<file path="src/rtl/seg7_pkg.sv">
// Shared symbol codes and segment patterns for the seven-segment display blocks.
// Segment patterns are active low, ordered {g,f,e,d,c,b,a}.
package seg7_pkg;

    localparam int unsigned CODE_W = 5;

    typedef logic [CODE_W-1:0] seg7_code_t;

    localparam seg7_code_t CODE_EQ    = 5'd16;
    localparam seg7_code_t CODE_BLANK = 5'd17;
    localparam seg7_code_t CODE_DASH  = 5'd18;

    localparam logic [6:0] SEG_OFF  = 7'h7F;
    localparam logic [6:0] SEG_DASH = 7'b0111111;
    localparam logic [6:0] SEG_EQ   = 7'b0110111;

endpackage

</file>
<file path="src/rtl/seg7_decode.sv">
// Combinational symbol-code to active-low segment pattern decoder.
// Codes 0-15 are hex digits; every code past CODE_BLANK renders as a dash.
module seg7_decode
    import seg7_pkg::*;
(
    input  seg7_code_t code,
    output logic [6:0] seg_c
);

    always_comb begin
        seg_c = SEG_DASH;
        case (code)
            5'd0:       seg_c = 7'b1000000;
            5'd1:       seg_c = 7'b1111001;
            5'd2:       seg_c = 7'b0100100;
            5'd3:       seg_c = 7'b0110000;
            5'd4:       seg_c = 7'b0011001;
            5'd5:       seg_c = 7'b0010010;
            5'd6:       seg_c = 7'b0000010;
            5'd7:       seg_c = 7'b1111000;
            5'd8:       seg_c = 7'b0000000;
            5'd9:       seg_c = 7'b0010000;
            5'd10:      seg_c = 7'b0001000;
            5'd11:      seg_c = 7'b0000011;
            5'd12:      seg_c = 7'b1000110;
            5'd13:      seg_c = 7'b0100001;
            5'd14:      seg_c = 7'b0000110;
            5'd15:      seg_c = 7'b0001110;
            CODE_EQ:    seg_c = SEG_EQ;
            CODE_BLANK: seg_c = SEG_OFF;
            default:    seg_c = SEG_DASH;
        endcase
    end

endmodule

</file>
<file path="src/rtl/seven_seg_mux.sv">
// Time-multiplexed N-digit common-anode seven-segment driver with a
// double-buffered frame, per-slot blanking guard and leading-zero suppression.
module seven_seg_mux
    import seg7_pkg::*;
#(
    parameter int unsigned NUM_DIGITS   = 4,
    parameter int unsigned REFRESH_BITS = 18,
    parameter int unsigned GUARD_CYCLES = 16
) (
    input  logic                    clk,
    input  logic                    reset,
    input  logic                    wr_en,
    input  logic [5*NUM_DIGITS-1:0] wr_codes,
    input  logic [NUM_DIGITS-1:0]   wr_dp,
    input  logic                    lz_suppress,
    output logic [6:0]              seg,
    output logic                    dp,
    output logic [NUM_DIGITS-1:0]   an,
    output logic                    frame_done
);

    localparam int unsigned IDX_W = (NUM_DIGITS > 1) ? $clog2(NUM_DIGITS) : 1;
    localparam logic [IDX_W-1:0]        LAST_IDX = IDX_W'(NUM_DIGITS - 1);
    localparam logic [REFRESH_BITS-1:0] PRE_MAX  = '1;
    localparam logic [REFRESH_BITS-1:0] GUARD    = REFRESH_BITS'(GUARD_CYCLES);

    logic [REFRESH_BITS-1:0] presc;
    logic [IDX_W-1:0]        idx;
    logic                    boundary_c;

    seg7_code_t              wr_arr_c   [NUM_DIGITS];
    seg7_code_t              pend_codes [NUM_DIGITS];
    seg7_code_t              act_codes  [NUM_DIGITS];
    logic [NUM_DIGITS-1:0]   pend_dp;
    logic [NUM_DIGITS-1:0]   act_dp;
    logic                    pend_valid;

    logic [NUM_DIGITS-1:0]   supp_c;
    logic                    lead_c;
    seg7_code_t              sel_code_c;
    logic [6:0]              dec_seg_c;

    assign boundary_c = (presc == PRE_MAX) && (idx == LAST_IDX);

    always_comb begin
        for (int k = 0; k < NUM_DIGITS; k++) begin
            wr_arr_c[k] = wr_codes[CODE_W*k +: CODE_W];
        end
    end

    // Refresh prescaler and digit index
    always_ff @(posedge clk or posedge reset) begin
        if (reset) begin
            presc <= '0;
            idx   <= '0;
        end else begin
            presc <= presc + REFRESH_BITS'(1);
            if (presc == PRE_MAX) begin
                idx <= (idx == LAST_IDX) ? '0 : idx + IDX_W'(1);
            end
        end
    end

    // Pending/active buffers; a write landing on the boundary bypasses pending
    always_ff @(posedge clk or posedge reset) begin
        if (reset) begin
            pend_valid <= 1'b0;
            pend_dp    <= '0;
            act_dp     <= '0;
            for (int k = 0; k < NUM_DIGITS; k++) begin
                pend_codes[k] <= CODE_BLANK;
                act_codes[k]  <= CODE_BLANK;
            end
        end else if (boundary_c) begin
            pend_valid <= 1'b0;
            if (wr_en) begin
                act_dp <= wr_dp;
                for (int k = 0; k < NUM_DIGITS; k++) act_codes[k] <= wr_arr_c[k];
            end else if (pend_valid) begin
                act_dp <= pend_dp;
                for (int k = 0; k < NUM_DIGITS; k++) act_codes[k] <= pend_codes[k];
            end
        end else if (wr_en) begin
            pend_valid <= 1'b1;
            pend_dp    <= wr_dp;
            for (int k = 0; k < NUM_DIGITS; k++) pend_codes[k] <= wr_arr_c[k];
        end
    end

    // Zeros above the first nonzero digit are blanked; digit 0 always shows
    always_comb begin
        lead_c = 1'b1;
        supp_c = '0;
        for (int k = NUM_DIGITS - 1; k >= 1; k--) begin
            if (act_codes[k] != '0) lead_c = 1'b0;
            supp_c[k] = lead_c & lz_suppress;
        end
    end

    assign sel_code_c = supp_c[idx] ? CODE_BLANK : act_codes[idx];

    seg7_decode u_decode (
        .code  (sel_code_c),
        .seg_c (dec_seg_c)
    );

    always_ff @(posedge clk or posedge reset) begin
        if (reset) begin
            seg        <= SEG_OFF;
            dp         <= 1'b1;
            an         <= '1;
            frame_done <= 1'b0;
        end else begin
            frame_done <= boundary_c;
            if (presc < GUARD) begin
                seg <= SEG_OFF;
                dp  <= 1'b1;
                an  <= '1;
            end else begin
                seg <= dec_seg_c;
                dp  <= ~act_dp[idx];
                an  <= ~(NUM_DIGITS'(1) << idx);
            end
        end
    end

endmodule

</file>
<file path="config.mk">
export PLATFORM = sky130hd
export DESIGN_NAME = seven_seg_mux
export DESIGN_NICKNAME = d
export VERILOG_FILES = /design/src/rtl/seg7_pkg.sv /design/src/rtl/seg7_decode.sv /design/src/rtl/seven_seg_mux.sv
export SDC_FILE = /design/constraint.sdc
export NUM_CORES = 1
export LEC_CHECK = 0
export ABC_CLOCK_PERIOD_IN_PS = 4200
export CAP_MARGIN = 30
export CORE_ASPECT_RATIO = 0.9
export CORE_MARGIN = 2
export CORE_UTILIZATION = 57
export CTS_BUF_LIST = sky130_fd_sc_hd__clkbuf_16
export DETAILED_ROUTE_END_ITERATION = 8
export PLACE_DENSITY_LB_ADDON = 0.05
export SLEW_MARGIN = 10
export SYNTH_ARGS = -nofsm -noshare
export SYNTH_HDL_FRONTEND = slang
export SYNTH_HIERARCHICAL = 1
export SYNTH_SLANG_ARGS = --single-unit
</file>
<file path="constraint.sdc">
create_clock -name clk -period 4.2 [get_ports clk]
set_input_delay 1.26 -clock clk [delete_from_list [all_inputs] [get_ports clk]]
set_output_delay 1.26 -clock clk [all_outputs]
set_load 0.01 [all_outputs]
</file>
### Word level (Yosys, flattened, before mapping)

Memories as Yosys holds them, arrays and structs flattened.
Index checks and enable logic that the tools add are counted.

| operators by class | value |
|---|---|
| order comparisons | 3 |
| bitwise logic cells | 7 |
| mux-type cells | 21 |
| equal/unequal tests | 2 |
| add/subtract/negate cells | 2 |
| shift operators | 1 |
| reduce and logical (&&, ||, !) cells | 8 |

Operators by type and width:

| kind | number |
|---|---|
| two-way mux 20 bit | 2 |
| adder 18 x 1 -> 18 bit (second input constant) | 1 |
| equality test 18 bit (second input constant) | 1 |
| < comparator 18 x 5 -> 1 bit (second input constant) | 1 |
| two-way mux 5 bit | 3 |
| nonzero test 5 bit | 3 |
| two-way mux 4 bit | 3 |
| binary-select mux 5 bit (select 2 bit) | 1 |
| two-way mux 1 bit | 8 |
| two-way mux 7 bit | 1 |
| binary-select mux 1 bit (select 2 bit) | 2 |
| NOT 4 bit | 1 |
| AND reduction 2 bit | 2 |
| nonzero test 2 bit | 2 |
| left shift 1 x 2 -> 4 bit (first input constant) | 1 |
| AND 1 bit | 3 |
| >= comparator 3 bit (second input constant) | 1 |
| < comparator 2 x 3 -> 1 bit (second input constant) | 1 |
| NOT 2 -> 3 bit | 1 |
| adder 2 x 1 -> 2 bit (second input constant) | 1 |
| equality test 2 bit (second input constant) | 1 |
| two-way mux 2 bit | 1 |
| NOT 1 bit | 2 |
| logical AND 1 bit | 1 |

| storage, ports and cells | value |
|---|---|
| memory bits (read-only) | 224 |
| output and inout bits | 13 |
| memories | 1 |
| register bits after elaboration | 82 |

Memory list:

| memory | depth | bits a word | read ports | clocked after Yosys merged registers in | write ports | line | text |
|---|---|---|---|---|---|---|---|
| (name not given) | 32 | 7 | 1 | 0 | 0 | seg7_decode.sv:12 | `case (code)` |

### Logic depth before layout (Yosys ltp)

Gate-level depths: netlist of the first run.
An unclocked memory read counts as a cell.

| depth | value |
|---|---|
| word-level depth | 10 |
| gate-level depth with buffers | 11 |
| mapped depth without buffers | 10 |

### Hierarchy

The synthesis of the first run kept the hierarchy.

By module, submodules not included:

| module | area each (um^2) | instances | cells an instance |
|---|---|---|---|
| seven_seg_mux | 3833.7 | 1 | 320 |
| seg7_decode | 347.8 | 1 | 44 |

### Worst setup path after synthesis of the first run

Ideal clock, no wire load.

| timing path | value |
|---|---|
| kind | in2reg |
| from | input lz_suppress |
| to | register seg[3] |
| arrival time | 2660 ps |
| setup slack | 1453 ps |
| required time | 4112 ps |
| cell stages on the path | 8 |
| library setup time | 88 ps |
| path through | nand3b_1 o21bai_1 inv_1 ha_1 nor2_1 a2111oi_4 a31oi_2 nand2b_1 |

| on the way | value |
|---|---|
| cells in the longest elaborated chain, start to end | 6 |
| elaborated cells on any way between the ends | 8 |
| classes of those cells | mux (4); bitwise (3); memory (1) |

Ends and longest elaborated chain:

| what | line | text |
|---|---|---|
| from (decl) | seven_seg_mux.sv:15 | `input logic lz_suppress,` |
| AND 1 bit | seven_seg_mux.sv:96 | `supp_c[k] = lead_c & lz_suppress;` |
| binary-select mux 1 bit (select 2 bit) (*) | seven_seg_mux.sv:100 | `assign sel_code_c = supp_c[idx] ? CODE_BLANK : act_codes[idx];` |
| two-way mux 1 bit (not written as such) (*) | seven_seg_mux.sv:100 |  |
| two-way mux 5 bit (*) | seven_seg_mux.sv:100 |  |
| named net sel_code_c[0] | seven_seg_mux.sv:40 | `seg7_code_t sel_code_c;` |
| memory (32 x 7 bit) (*) | - |  |
| named net dec_seg_c[3] | seven_seg_mux.sv:41 | `logic [6:0] dec_seg_c;` |
| two-way mux 7 bit (*) | seven_seg_mux.sv:115 | `if (presc < GUARD) begin` |
| to (signal assigned) | seven_seg_mux.sv:120 | `seg <= dec_seg_c;` |
| to (decl) | seven_seg_mux.sv:16 | `output logic [6:0] seg,` |

The timed path passes the listed nets; every way through them passes the cells marked *. The select of a mux whose other input is x is not followed.
A chain may end at the register's enable or synchronous reset.

### Worst setup path after layout of the first run

Same ends and word-level chain as after synthesis.

==> out/qor.yml, run 1 <==
status: "finished clean"
met3_usage_pct: 5.861
grt-ovfl-total: 0
yosysMostFrequentCell: "dfrtp_1"
cts_resized: 0
worst-path-buf-inv: 2
hold_depth: 1
drt_iter0_markers: 154
worst_slew_pin_slew_ns: 0.8634
arrival_ns: 3.40
netlist_top_cells_area: "dfrtp_1 32%, dfstp_2 18%, mux2_2 7.0%"
placed_cell_area_um2: 4637
antenna_found_initial: 0
synth_cell_types: 45
synthFlopType: "dfrtp_1"
die-height_um: 85.26
max-cap-violations: 0
ys_top_cells_by_count: "54 x dfrtp_1, 30 x nor2_1, 28 x dfstp_2"
grt_util_met2_pct: 37.73
root_buffer: "clkbuf_16"
clk_pin_slew_ns: 0.06
synth_top_area_share_pct: 32.32
post_cts_buffers: 0
cellLeakagePower_nw: 2.062
ctsHoldBuffers: 0
final-setup-viol-count: 0
endpoint_kind: "flop"
rsz0062_at_grt: "false"
die_area_um2: 8038
finalPower_w: 0.001769
netlist_area_um2: 4182
grt_pass1_wl_um: 14880
fp.coreArea_um2: 7076
dp_slack_ns: 0.7195
worst_ep_required_time_ns: 4.45
gp_congestion: 0.7799
reg2reg_from: "act_codes[6]"
design_area_um2: 4975
crit_chain: "clkdlybuf4s50_1, nand3b_1, o21bai_1, inv_1, ha_1, nor2_1, a2111oi_4, a31oi_2, nand2b_1"
syn_inst: 364
die_w_um: 94.29
max_stage_delay_ns: 0.47
clock_sinks: 82
io_buffers: 40
syn_nets: 404
ys_seq_elements: 82
areaGrowthSynthToFinish_pct: 18.97
grt_pass1_vias: 3003
htreeDepth: 3
ir_drop_mv: 0.2521
synth_warnings: 6
start_util_pct: 59.10
vias_per_cell: 6.032
hold_class: "flop to flop"
layout_min_cycle_time_ns: 3.158
crit_type: "primary input to flop"
clock_latency_ns: 0.34
firstDrtPassIters: 4
skew_ns: 0.005610
crit_family: "compound AO/OA/AOI/OAI gates"
fin_nets: 440
grt.total_usage_pct: 24.03
hold_violations: 0
setup_ws_ns: 1.042
postRouteWirelength_um: 8607
clockBufferDepth: 2
cts_buffers: 9
synth_seq_area_share_pct: 49.91
cp-startpoint: "lz_suppress"
final_layout_size_suffix_gt1_share_pct: 25.93
tns_ns: 0
grt_use_met1_pct: 33.33
cp-start-kind: "primary input"
crit_fanout: 7
num_rows: 29
pin_count: 41
min_from: "presc[0]"
fillers: 537
fmax_mhz: 316.6
route.detailed.drc: 0
synth_edf_count: 0
synth_area_per_cell_um2: 11.49
dp_hpwl_um: 5843
path_depth: 9
pwr_density_cell_nw_per_um2: 355.7
holdWs_ns: 0.4957
fin_crit_sh_pct: 75.20
yosys.area.top_type: "dfrtp_1"
wl_per_cell_um: 17.28
num_vias: 3004
num_antenna_cells: 0
ys_async_sr_fraction_pct: 100.0
grt_max_degree: 43
cts_tree: "built"
slew_violations: 0
crit_path_top_delay_cell: "clkdlybuf4s50_1"
slew_headroom_pct: 42.44
drt.antenna.violating_nets: 0
rr_worst_depth: 10
busiest_layer: "met2"
worst paths after layout:
path,to,slack [ns]
max,seg[3],1.04
min,presc[0],0.50
max reg2reg,seg[3],1.08
min reg2reg,presc[0],0.50
max in group asynchronous,pend_codes[19],2.12
min in group asynchronous,presc[2],1.26
layer usage:
| layer | routed length (um) | vias to the layer above |
|---|---|---|
| li1 | - | 1411 |
| met4 | 130 | 0 |
| met1 | 3970 | 1496 |
| met3 | 366 | 13 |
| met2 | 4140 | 84 |
| met5 | 0 | - |
cells by family (layout without fill, tap and decap cells):
| family | after synthesis | in the layout | share of synthesized area (%) |
|---|---|---|---|
| AO/OA/AOI/OAI | 67 | 67 | 13.29 |
| XOR/XNOR | 16 | 16 | 3.351 |
| flip-flops | 82 | 82 | 49.91 |
| adder cells (fa/ha/maj) | 12 | 12 | 3.591 |
| AND/OR/NAND/NOR | 114 | 114 | 14.21 |
| multiplexers | 36 | 36 | 11.19 |
| buffers and inverters | 37 | 78 | 4.458 |
worst register-to-register path, stage by stage (launching register included):
cell,delay (ns)
dfrtp_1,0.40
or4_1,0.55
o41ai_1,0.35
a21oi_1,0.15
o21bai_1,0.45
inv_1,0.19
ha_1,0.32
nor2_1,0.08
a2111oi_4,0.34
a31oi_2,0.05
nand2b_1,0.15
stage by stage:
step / instances / utilization [%]
2_1_floorplan: 364 / -
3_3_place_gp: 479 / 65.16
3_5_place_dp: 481 / 65.53
4_1_cts: 497 / 69.92
5_1_grt: 498 / 70.31
6_report: 498 / 70.31
layout make-up:
class | instances | area [um^2] | share of cell area, %
tap | 93 | 116.4 | 2.339
timing repair buffer | 47 | 496.7 | 9.985
sequential | 82 | 2087 | 41.95
inverter | 15 | 56.30 | 1.132
multi-input combinational | 245 | 1908 | 38.36
clock buffer | 9 | 225.2 | 4.527
clock inverter | 7 | 85.08 | 1.710
cells in the final DEF (no fill, tap or decap), types with 5 or more instances in the layout:
| cell | count |
|---|---|
| dfrtp_1 | 54 |
| clkdlybuf4s50_1 | 40 |
| nor2_1 | 30 |
| dfstp_2 | 28 |
| mux2_2 | 26 |
| nand3_1 | 19 |
| nor3_1 | 19 |
| a31oi_1 | 16 |
| inv_1 | 15 |
| o221a_2 | 15 |
| nand2_1 | 12 |
| xnor2_1 | 12 |
| ha_1 | 12 |
| o21ai_0 | 11 |
| a2bb2oi_1 | 9 |
| clkbuf_16 | 9 |
| nand2b_1 | 8 |
| mux4_2 | 6 |
| nor4_1 | 5 |
| and3_1 | 5 |
sequential cells by signal, summed over array words and instances, names as in the netlist:
name / cells
dp: 1
frame_done: 1
presc: 18
act_dp: 4
seg: 7
pend_valid: 1
idx: 2
an: 4
pend_codes: 20
pend_dp: 4
act_codes: 20
power by group:
group	total, W	internal [W]	switching [W]
registers	0.000841	0.000826	0.0000146
logic	0.000113	0.0000608	0.0000518
clock network	0.000816	0.000514	0.000302
Power figures use the tool's default switching activity.
==> inputs of run 2 (changes only) <==
- ABC_CLOCK_PERIOD_IN_PS: 4200 -> 3300
- clock period: 4.2 -> 3.3 ns (I/O delays scaled with it)
==> run 2 against run 1 <==
  * Routed wire length is 1.3% lower
  * Largest power group unchanged
  * Worst hold slack worse by 0.0067 ns
  * Final area is 0.75% lower
  * Setup slack worse by 0.56 ns
  * Critical endpoint is now seg[2]
  * Non-clock buffer count is 2 higher
  * Die area stayed put
  * Sequential share of layout area is 0.32 points higher
  * Total power is 23% higher
  * Register-to-register slack worse by 0.60 ns
  * Combinational power is 24% higher
==> out/qor.yml, run 2 (synthesis results as in run 1) <==
die_area_um2: 8038
dp_slack_ns: 0.4313
reg_top3: "act_codes: 20 flops, pend_codes: 20 flops, presc: 18 flops"
fin_crit_sh_pct: 85.50
num_antenna_cells: 0
clock_latency_ns: 0.33
ctsHoldBuffers: 0
rr_worst_depth: 9
die_w_um: 94.29
cts_buffers: 9
drt_iter0_markers: 203
grt-ovfl-total: 0
crit_type: "flop to flop"
fillers: 536
vias_per_cell: 6.002
clockBufferDepth: 2
cellLeakagePower_nw: 2.057
post_cts_buffers: 0
route.detailed.drc: 0
postRouteWirelength_um: 8494
setup_ws_ns: 0.4785
fp.coreArea_um2: 7076
die-height_um: 85.26
cp-start-kind: "flop"
antenna_found_initial: 0
grt_pass1_wl_um: 14690
cts_tree: "built"
endpoint_kind: "flop"
ir_drop_mv: 0.3775
fmax_mhz: 354.4
cts_resized: 0
start_util_pct: 59.10
drt.antenna.violating_nets: 0
areaGrowthSynthToFinish_pct: 18.07
final-setup-viol-count: 0
skew_ns: 0.01247
pwr_density_cell_nw_per_um2: 440.0
worst_slew_pin_slew_ns: 0.8795
final_layout_size_suffix_gt1_share_pct: 26.29
layout_commonest_cell: "dfrtp_1"
rsz0062_at_grt: "false"
most-common-layout-cells: "54 x dfrtp_1, 40 x clkdlybuf4s50_1, 30 x nor2_1"
layout_min_cycle_time_ns: 2.822
num_vias: 3001
hold_depth: 1
max-cap-violations: 0
slew_headroom_pct: 41.37
clk_pin_slew_ns: 0.06
fin_nets: 442
gp_congestion: 0.7911
placed_cell_area_um2: 4648
grt_pass1_vias: 3063
hold_class: "flop to flop"
io_buffers: 40
arrival_ns: 3.06
holdWs_ns: 0.4890
worst_ep_required_time_ns: 3.54
clock_sinks: 82
slew_violations: 0
htreeDepth: 3
crit_fanout: 6
grt_max_degree: 56
grt.total_usage_pct: 23.41
num_rows: 29
design_area_um2: 4937
root_buffer: "clkbuf_16"
status: "finished clean"
tns_ns: 0
firstDrtPassIters: 5
dp_hpwl_um: 5686
wl_per_cell_um: 16.99
pin_count: 41
hold_violations: 0
[run 2: cell count changes in the layout (fill, tap and decap cells not counted), sizes merged]
cell,delta
bufinv,-1
inv,+1
buf,+2
[run 2: final cells by class]
type / count / area, um^2 / area share (%)
clock buffer: 9 / 225.2 / 4.562
clock inverter: 7 / 63.81 / 1.292
inverter: 15 / 56.30 / 1.140
multi-input combinational: 245 / 1908 / 38.65
sequential: 82 / 2087 / 42.27
tap: 93 / 116.4 / 2.357
timing repair buffer: 49 / 480.5 / 9.731
[run 2: worst max-delay path, cell delays in order, from the launching register on]
cell and delay (ns):
dfrtp_1 0.40, or4_1 0.55, o41ai_1 0.41, a21oi_1 0.16, o21bai_1 0.20, buf_4 0.18, ha_1 0.20, and2b_1 0.20
a221o_1 0.28, nand2b_1 0.14
[run 2: power by group]
| part | switching [W] | internal, W | leakage [nW] |
|---|---|---|---|
| combinational | 0.0000649 | 0.0000749 | 0.935 |
| sequential | 0.0000193 | 0.00105 | 0.974 |
| clock | 0.000383 | 0.000579 | 0.148 |
| total | 0.000468 | 0.00170 | 2.06 |
[run 2: final timing paths]
check                           slack, ns           end    startpoint
worst max-delay path                 0.48        seg[2]  act_codes[6]
worst min-delay path                 0.49      presc[0]      presc[0]
worst max register to register       0.48        seg[2]  act_codes[6]
worst min register to register       0.49      presc[0]      presc[0]
max in group asynchronous            1.52  act_codes[4]         reset
min in group asynchronous            1.05     act_dp[0]         reset
[run 2: metrics by stage]
step / util, % / instances / total power (W)
3_5_place_dp: 65.69 / 484 / 0.001228
4_1_cts: 69.78 / 500 / 0.002195
5_1_grt: 69.78 / 500 / 0.002248
2_1_floorplan: - / 364 / 0.001165
3_3_place_gp: 65.69 / 484 / 0.001222
6_report: 69.78 / 500 / 0.002172
[run 2: per-layer routing]
layer / vias up / GRT usage (%) / wire [um]
li1: 1436 / - / -
met4: 0 / 6.324 / 59
met2: 78 / 36.04 / 3973
met1: 1483 / 33.43 / 4110
met3: 4 / 5.950 / 351
met5: - / 0 / 0
==> inputs of run 3 (changes only) <==
- ABC_CLOCK_PERIOD_IN_PS: 3300 -> 3600
- CORE_UTILIZATION: 57 -> 61
- clock period: 3.3 -> 3.6 ns (I/O delays scaled with it)
==> run 3 against run 2 <==
  * Final area down 0.28%
  * Critical path type unchanged
  * Via count about the same
  * First-iteration DRC count down 17%
  * Clock-buffer cell count unchanged
  * Highest routed layer unchanged
  * Combinational power down 9%
  * Fmax up 1.8%
  * Clock skew down 0.0043 ns
  * Critical path depth up 1
  * Routed wire length down 1.4%
  * Clock power down 8.8%
  * Non-clock buffer count down 1
==> out/qor.yml, run 3 (synthesis results as in run 1) <==
status: "finished clean"
multiInputGateArea_um2: 1908
seqCellArea_um2: 2087
cts_buffers: 9
arrival_ns: 3.02
postRouteWirelength_um: 8379
pwr_density_cell_nw_per_um2: 403.4
fmax_mhz: 360.9
grt_pass1_wl_um: 13740
die-height_um: 82.55
clock_latency_ns: 0.34
firstDrtPassIters: 4
hold_class: "flop to flop"
cts_tree: "built"
fillers: 425
max_stage_delay_ns: 0.55
num_antenna_cells: 0
num_vias: 3004
reg_top3: "act_codes: 20 flops, pend_codes: 20 flops, presc: 18 flops"
root_buffer: "clkbuf_16"
antenna_found_initial: 0
reg2reg_from: "act_codes[6]"
clock_sinks: 82
skew_ns: 0.008130
ir_drop_mv: 0.2786
slew_headroom_pct: 43.24
placed_cell_area_um2: 4637
final-setup-viol-count: 0
crit_type: "flop to flop"
route.detailed.drc: 0
grt_pass1_vias: 2759
die_area_um2: 7534
layout_commonest_cell: "dfrtp_1"
finalPower_w: 0.001986
vias_per_cell: 6.056
worst-path-buf-inv: 1
htreeDepth: 3
dp_hpwl_um: 5554
hold_depth: 1
fin_crit_sh_pct: 76.97
die_w_um: 91.28
gp_congestion: 0.8321
endpoint_kind: "flop"
min_from: "presc[0]"
drt_iter0_markers: 168
fp.coreArea_um2: 6621
fin_nets: 441
clk_pin_slew_ns: 0.06
io_buffers: 40
cts_resized: 0
ff2ff_setup_slack_ns: 0.83
crit_family: "compound AO/OA/AOI/OAI gates"
slew_violations: 0
grt-ovfl-total: 0
grt_max_degree: 83
crit_fanout: 4
pin_count: 41
most-common-layout-cells: "54 x dfrtp_1, 40 x clkdlybuf4s50_1, 30 x nor2_1"
crit_chain: "or4_1, o41ai_1, a21oi_1, o21bai_1, inv_1, ha_1, nor2_1, a2111oi_4, a31oi_2, nand2b_1"
post_cts_buffers: 0
cp-start-kind: "flop"
r2r-end: "seg[3]"
wl_per_cell_um: 16.89
worstHoldEndpoint: "presc[0]"
rr_worst_depth: 10
drt.antenna.violating_nets: 0
crit_path_top_delay_cell: "or4_1"
final_layout_size_suffix_gt1_share_pct: 25.86
layout_min_cycle_time_ns: 2.771
hold_violations: 0
start_util_pct: 63.15
areaGrowthSynthToFinish_pct: 17.74
ctsHoldBuffers: 0
cellLeakagePower_nw: 2.041
num_rows: 28
clockBufferDepth: 2
worst_slew_pin_slew_ns: 0.8514
max-cap-violations: 0
rsz0062_at_grt: "false"
design_area_um2: 4923
tns_ns: 0
worst_ep_required_time_ns: 3.84
grt.total_usage_pct: 23.71
[run 3: per-stage QoR]
step,setup slack [ns],cells,util [%],hold WS (ns)
final,0.8293,496,74.36,0.4898
after global routing,0.6908,496,74.36,0.5239
after CTS,0.8450,496,74.36,0.4947
after detailed placement,0.6152,480,70.03,0.4853
after global placement,0.6308,480,70.03,0.4840
after floorplan,0.4579,364,-,0.4565
[run 3: metal layers]
layer  GRT usage (%)  share of wire, %  vias to the layer above
li1                -                 -                     1422
met5               0                 0                        -
met3           5.626               6.0                       13
met4           9.848               2.0                        0
met2           36.74                46                       96
met1           32.69                46                     1473
[run 3: worst register-to-register path: stages, from the launching register on]
cell,delay (ns)
dfrtp_1,0.40
or4_1,0.55
o41ai_1,0.35
a21oi_1,0.14
o21bai_1,0.23
inv_1,0.13
ha_1,0.30
nor2_1,0.07
a2111oi_4,0.33
a31oi_2,0.05
nand2b_1,0.14
[run 3: area by class of cell]
type	count	area share, %
tap	90	2.287
inverter	15	1.144
timing repair buffer	48	9.606
clock buffer	9	4.574
multi-input combinational	245	38.75
clock inverter	7	1.245
sequential	82	42.39
[run 3: how the worst max path moves through the flow]
stage	startpoint	endpoint	slack, ns	cells after the start
after floorplan	reset	act_codes[11]	0.46	1
after global placement	lz_suppress	seg[1]	0.63	9
after detailed placement	lz_suppress	seg[1]	0.62	9
after CTS	act_codes[6]	seg[3]	0.84	10
after global routing	act_codes[6]	seg[3]	0.69	10
final	act_codes[6]	seg[3]	0.83	10
[run 3: power by group]
part | switching, W | internal [W] | total (W)
clock | 0.000349 | 0.000528 | 0.000877
sequential | 0.0000178 | 0.000964 | 0.000982
combinational | 0.0000588 | 0.0000687 | 0.000127
total | 0.000426 | 0.00156 | 0.00199
